$ cat src/rtl/loss_batch_sched.sv
// Batch loss scheduler: hands samples to an external loss unit one at a time,
// accumulates the returned losses and publishes the truncated mean per batch.
module loss_batch_sched #(
  parameter int BATCH_SIZE     = 8,
  parameter int LOG2_BATCH     = 3,
  parameter int TIMEOUT_CYCLES = 64
) (
  input  logic                  clk,
  input  logic                  rst,
  input  logic                  batch_start,
  input  logic                  sample_valid,
  output logic                  sample_ready,
  output logic                  loss_start,
  input  logic                  loss_done,
  input  logic [31:0]           loss_value,
  output logic [LOG2_BATCH-1:0] sample_idx,
  output logic [31:0]           batch_loss,
  output logic                  batch_done,
  output logic                  busy,
  output logic                  error
);

  localparam int TW = $clog2(TIMEOUT_CYCLES);
  localparam int AW = 32 + LOG2_BATCH;

  typedef enum logic [2:0] {IDLE, WAIT_SAMPLE, LAUNCH, WAIT_LOSS, FINISH} state_t;

  state_t          state;
  logic [AW-1:0]   acc;
  logic [TW-1:0]   cnt;

  // Decoded outputs are registered alongside each transition so they track state exactly.
  always_ff @(posedge clk) begin
    if (rst) begin
      state        <= IDLE;
      acc          <= '0;
      cnt          <= '0;
      sample_idx   <= '0;
      batch_loss   <= '0;
      batch_done   <= 1'b0;
      sample_ready <= 1'b0;
      loss_start   <= 1'b0;
      busy         <= 1'b0;
      error        <= 1'b0;
    end else begin
      batch_done <= 1'b0;
      case (state)
        IDLE: begin
          if (batch_start) begin
            acc          <= '0;
            sample_idx   <= '0;
            error        <= 1'b0;
            state        <= WAIT_SAMPLE;
            sample_ready <= 1'b1;
            busy         <= 1'b1;
          end
        end
        WAIT_SAMPLE: begin
          if (sample_valid) begin
            state        <= LAUNCH;
            sample_ready <= 1'b0;
            loss_start   <= 1'b1;
          end
        end
        LAUNCH: begin
          state      <= WAIT_LOSS;
          loss_start <= 1'b0;
          cnt        <= '0;
        end
        WAIT_LOSS: begin
          // A completion in the last allowed cycle beats the timeout.
          if (loss_done) begin
            acc <= acc + {{LOG2_BATCH{1'b0}}, loss_value};
            if (sample_idx == LOG2_BATCH'(BATCH_SIZE - 1)) begin
              state <= FINISH;
            end else begin
              sample_idx   <= sample_idx + 1'b1;
              state        <= WAIT_SAMPLE;
              sample_ready <= 1'b1;
            end
          end else if (cnt == TW'(TIMEOUT_CYCLES - 1)) begin
            error <= 1'b1;
            state <= IDLE;
            busy  <= 1'b0;
          end else begin
            cnt <= cnt + 1'b1;
          end
        end
        FINISH: begin
          batch_loss <= acc[AW-1:LOG2_BATCH];
          batch_done <= 1'b1;
          state      <= IDLE;
          busy       <= 1'b0;
        end
        default: begin
          state        <= IDLE;
          sample_ready <= 1'b0;
          loss_start   <= 1'b0;
          busy         <= 1'b0;
        end
      endcase
    end
  end

endmodule
$ cat config.mk
export PLATFORM = sky130hd
export DESIGN_NAME = loss_batch_sched
export DESIGN_NICKNAME = d
export VERILOG_FILES = /design/src/rtl/loss_batch_sched.sv
export SDC_FILE = /design/constraint.sdc
export NUM_CORES = 1
export LEC_CHECK = 0
export ABC_AREA = 1
export CAP_MARGIN = 10
export CORE_ASPECT_RATIO = 1.4
export CORE_MARGIN = 2
export CORE_UTILIZATION = 56
export CTS_CLUSTER_SIZE = 8
export DETAILED_ROUTE_END_ITERATION = 8
export PLACE_DENSITY = 0.81
export SLEW_MARGIN = 10
export SYNTH_ARGS = -nofsm -noshare
export SYNTH_HDL_FRONTEND = slang
export SYNTH_SLANG_ARGS = --single-unit
$ cat constraint.sdc
create_clock -name clk -period 2.1 [get_ports clk]
set_input_delay 0.42 -clock clk [delete_from_list [all_inputs] [get_ports clk]]
set_output_delay 0.42 -clock clk [all_outputs]
set_load 0.01 [all_outputs]
# Yosys cells after proc, flatten, opt, wreduce, memory -nomap -nowiden
# Cells that the tools add are included.
[classes]
muxes = 31
addsub = 3
n_eq_ne = 14
n_bitwise = 3
n_reduce_logical = 14
[op_table]
columns = ["cell", "n"]
rows = [
  ["2-to-1 mux 35 bit", 2],
  ["case mux 35 bit (2 select lines)", 1],
  ["adder 35 x 32 -> 35 bit", 1],
  ["2-to-1 mux 3 bit", 8],
  ["inequality test 2 bit (second input constant)", 7],
  ["2-to-1 mux 6 bit", 2],
  ["case mux 3 bit (4 select lines)", 1],
  ["case mux 6 bit (2 select lines)", 1],
  ["AND reduction 4 bit", 3],
  ["2-to-1 mux 1 bit", 11],
  ["AND reduction 3 bit", 3],
  ["adder 6 x 1 -> 6 bit (second input constant)", 1],
  ["== test 3 x 2 -> 1 bit (second input constant)", 2],
  ["== test 3 bit (second input constant)", 2],
  ["== test 6 bit (second input constant)", 1],
  ["case mux 3 bit (2 select lines)", 1],
  ["AND reduction 5 bit", 1],
  ["case mux 1 bit (2 select lines)", 2],
  ["case mux 1 bit (4 select lines)", 1],
  ["nonzero test 2 bit", 2],
  ["OR reduction 2 bit", 2],
  ["adder 3 x 1 -> 3 bit (second input constant)", 1],
  ["== test 3 x 1 -> 1 bit (second input constant)", 1],
  ["logical NOT 3 bit", 1],
  ["other kinds (5)", 7],
]
[word_totals]
word_cells = 75
register_bits = 84

# Longest topological paths before layout
[depth]
ltp_word = 4
depth_mapped = 14
depth_no_buf = 14

# Worst setup path after synthesis
# OpenSTA, ideal clock, no wires.
[synth_timing]
path_kind = "input -> register"
start = "in loss_value[0]"
end = "reg acc[32]"
required_ns = 1.985
stages = 12
setup_time_ns = 0.115
n_path_buf = 0
path_slack_ns = 0.167
arrival_time_ns = 1.818
cell_sequence = "ha_1 -> fa_1 -> nand3_1 -> nand3_1 -> nand2_1 -> nand2_1 -> nand2_1 -> nand2_2 -> nand3b_1 -> nand2_1 -> a21oi_1 -> nor2_1"
[synth_between]
elab_chain_len = 3
[synth_lines]
columns = ["item", "line", "source"]
rows = [
  ["start: declaration", "15", "input logic [31:0] loss_value,"],
  ["adder 35 x 32 -> 35 bit", "73", "acc <= acc + {{LOG2_BATCH{1'b0}}, loss_value};"],
  ["2-to-1 mux 35 bit", "72", "if (loss_done) begin"],
  ["case mux 35 bit (2 select lines)", "47", "case (state)"],
  ["end signal: assignment", "73", ""],
  ["end: declaration", "29", "logic [AW-1:0] acc;"],
]
# Every way passes these cells. The select of a mux whose other input is x is not followed.
# A chain may end at the register's enable or synchronous reset.

# Worst setup path in the final report
[layout_timing]
start = "in loss_value[2]"
end = "reg acc[13]"
# The elaborated chain is that of the path after synthesis.

==> impl_table.tex <==
\begin{tabular}{lr}
\hline
Metric & Value \\
\hline
\multicolumn{2}{l}{\textbf{Placed design}} \\
HPWL Detailed & approximately 13000 um \\
Final GP Congestion & roughly 1 \\
Cell area after placement & approximately 7000 um2 \\
Number of buffers added on ports & 76 \\
Placed cell count & between 1000 and 1500 \\
\multicolumn{2}{l}{\textbf{Drt}} \\
Initial DRC Count & about 350 \\
DR DRC count & 0 \\
Remaining number of nets flagged by the antenna check after routing & 0 \\
Routed len/inst & roughly 14 um \\
Total via count in the routed design & approximately 6400 \\
WL final & roughly 17000 um \\
First-pass iteration count of the detailed router & 5 \\
Avg Vias per Cell & between 5 and 6 \\
\multicolumn{2}{l}{\textbf{Global route}} \\
Gr ovfl total & 0 \\
Maximum number of pins on one net before global-route repair & 34 \\
Number of antenna violations at the first check in global routing & 0 \\
Wire length of the first global-routing pass & between 20000 and 30000 um \\
Overall routing resource usage & between 30\% and 40\% \\
Vias in the first global route & between 5000 and 6000 \\
\multicolumn{2}{l}{\textbf{Yosys}} \\
Share of the synthesized area in the top cell type & roughly 29\% \\
FF+latch count, synth & 84 \\
Count of warnings emitted by yosys & 0 \\
Distinct cells, synth & 39 \\
Synth cell count leaders & nand2\_1, inv\_1, nor2\_1, dfxtp\_1, a21oi\_1 \\
Syn\_nets & 1026 \\
Yosys top cell by area & dfxtp\_1 \\
EDFF count, synth & 0 \\
Fraction of synthesis flops using an asynchronous set or reset pin & 0\% \\
Average cell area after synthesis & 6.007 um2 \\
Synth Cell Area & about 5700 um2 \\
Sequential fraction of the synthesis area & between 20 and 30\% \\
Instance count of the mapped netlist & about 950 \\
Cell with the most instances after synthesis & nand2\_1 \\
Primary FF master, synth & dfxtp\_1 \\
Synth area leaders & dfxtp\_1, nand2\_1, inv\_1 \\
\multicolumn{2}{l}{\textbf{Power}} \\
Leakage Power & roughly 4.0 nW \\
NetSw & about 1.1 mW \\
Pwr Density & 504.2 nW/um2 \\
Part of the power in combinational logic & 16.1\% \\
Fraction of power spent switching nets & between 20\% and 30\% \\
Clock network fraction of total power & a little over two fifths \\
Final total power & $\sim$4 mW \\
Worst supply voltage drop on vdd & 0.4230 mV \\
Internal power & between 2 and 3 mW \\
Register share of total power & between 40\% and 50\% \\
\multicolumn{2}{l}{\textbf{Die}} \\
Core outline area & roughly 10000 um2 \\
\# rows & 43 \\
Die area & roughly 11000 um2 \\
IO Pins & 77 \\
Die Ht & around 120 um \\
Die Width & 89.45 um \\
Effective utilization at floorplan & a little under three fifths \\
\multicolumn{2}{l}{\textbf{Layout}} \\
Number of nets at the end of the flow & $\sim$1200 \\
Filler-free cell count of the finished design & 1234 \\
ANT cells & 0 \\
Fraction of layout instances using a drive strength above 1 & roughly 15\% \\
Area occupied by registers & about 1700 um2 \\
Synth-to-Final Area Change & 35.23\% \\
Count of fill cells added during filler insertion & 777 \\
Non-Filler Cell Area, Final & a little under 8000 um2 \\
Multi-input logic area & about 3700 um2 \\
\multicolumn{2}{l}{\textbf{Timing}} \\
Fmax achieved & $\sim$490 MHz \\
Final period utilization & slightly below 100\% \\
Clock period minus worst slack & between 2 and 2.5 ns \\
Finish-stage setup viols & 0 \\
Setup total negative slack & 0 ns \\
Unrepaired setup endpoints after global routing & true \\
Final hold violation count & 0 \\
Number of pins with negative max-slew slack in the final report & 0 \\
Least-Margin Pin Slew & 0.4443 ns \\
Relative max-transition margin & 70.38\% \\
Setup skew after layout & 0.009132 ns \\
\multicolumn{2}{l}{\textbf{Setup path}} \\
Worst path cell trace & clkdlybuf4s50\_1 -> ha\_2 -> nor2\_1 -> inv\_1 -> nand3\_1 -> nand2\_1 -> nand2\_1 -> nand2\_2 -> buf\_4 -> a21oi\_1 -> o21ai\_0 -> a21oi\_1 \\
Number of buffers and inverters on the critical path & 3 \\
Critical path class & in2reg \\
Cell type group with the largest total delay on the critical path & buffers and inverters \\
Library cell contributing the largest single delay on the critical path & clkdlybuf4s50\_1 \\
Worst Setup End Kind & flop \\
Maximum net fanout on the critical path & 5 \\
Largest stage delay, worst path & $\sim$0.48 ns \\
Critical path required time & 2.37 ns \\
Data arrival, critical path & around 2.3 ns \\
Critical path startpoint category & input port \\
\multicolumn{2}{l}{\textbf{Clocking}} \\
Clock latency on the worst-skew pair & about 0.35 ns \\
Number of sinks driven by the clock tree & between 80 and 90 \\
Hold buffer count at cts & 0 \\
Number of levels the H-tree was split into & 3 \\
Library cell used as clock root buffer & clkbuf\_16 \\
Clock-pin slew on the worst setup and hold paths & roughly 0.070 ns \\
CTS tree & done \\
Maximum count of clock buffers along a single path & 2 \\
Total clock buffers created by CTS & 9 \\
\multicolumn{2}{l}{\textbf{Run}} \\
Max cap viols & 0 \\
\multicolumn{2}{l}{\textbf{Worst hold path}} \\
Classification of the worst-slack hold path & reg2reg \\
\multicolumn{2}{l}{\textbf{Outcome}} \\
Run status & complete, no violations \\
\hline
\end{tabular}
-- cells by family after synthesis --
kind of cell	count (synthesis)	share of synthesized area, %
DFF	84	29.38
and+or+nand+nor	525	38.47
adders and majority gates	36	8.000
buffers and inverters	175	11.98
AOI/OAI and AO/OA	131	11.87
xor gates and xnor gates	2	0.3061
-- routing by layer --
metal	vias to the layer above	routed length, um	track usage (%)
li1	3260	-	-
met1	2906	6870	34.38
met2	211	8643	53.15
met3	59	747	4.771
met4	0	898	19.40
met5	-	0	0
-- through the flow --
stage | hold WS, ns | setup WS, ns | utilization [%]
finish | 0.4716 | 0.05859 | 77.78
global route | 0.4947 | -0.04923 | 77.78
CTS | 0.4732 | 0.007405 | 74.70
global placement | 0.4528 | -0.3501 | 71.62
detailed placement | 0.4639 | -0.3992 | 71.62
floorplan | 0.4429 | 0.1666 | -
-- cells in the final DEF, fill, tap and decap left out, types with 14 or more instances in the layout --
| cell | n |
|---|---|
| inv_1 | 146 |
| buf_4 | 74 |
| nor2_1 | 108 |
| ha_1 | 18 |
| o21ai_0 | 46 |
| ha_4 | 15 |
| nand3_1 | 51 |
| nand2_2 | 14 |
| a21oi_1 | 65 |
| clkdlybuf4s50_1 | 71 |
| dfxtp_1 | 84 |
| nand2_1 | 304 |
-- tightest hold or removal path: stages, from the launching register on --
cell and delay, ns:
dfxtp_1 0.31, nand2_1 0.06, a21oi_1 0.05
-- final timing paths --
| kind | start | endpoint | slack [ns] | cells after the start |
|---|---|---|---|---|
| hold / removal | busy$_SDFFE_PP0P_ | busy$_SDFFE_PP0P_ | 0.47 | 2 |
| hold reg to reg | busy$_SDFFE_PP0P_ | busy$_SDFFE_PP0P_ | 0.47 | 2 |
| setup reg to reg | acc[0]$_SDFFE_PP0P_ | acc[34]$_SDFFE_PP0P_ | 0.14 | 13 |
| setup / recovery | loss_value[2] | acc[13]$_SDFFE_PP0P_ | 0.06 | 12 |
-- state kept, by name, indices dropped and copies added (netlist names) --
name          flops
cnt               6
sample_idx        3
sample_ready      1
acc              35
state             3
busy              1
error             1
loss_start        1
batch_loss       32
batch_done        1
-- area by class of cell --
type                       instances  share of cell area, %
sequential                        84                  21.72
clock buffer                       9                  2.909
timing repair buffer             151                  17.42
tap                              135                  2.182
inverter                         155                  7.613
multi-input combinational        694                  47.20
clock inverter                     6                 0.9536
-- what timing repair did --
action | in CTS | in global routing
setup buffers | 0 | 1
resized for setup | 3 | 51
endpoints found under the setup margin | 6 | 22
pin swaps | 0 | 8
-- power groups by stage --
stage | clock (mW) | combinational (mW) | sequential, mW
floorplan | 0 | 0.319 | 1.67
CTS | 1.64 | 0.581 | 1.64
global placement | 0 | 0.569 | 1.67
finish | 1.64 | 0.628 | 1.64
global route | 1.70 | 0.683 | 1.64
detailed placement | 0 | 0.575 | 1.67
Power figures use the tool's default switching activity.
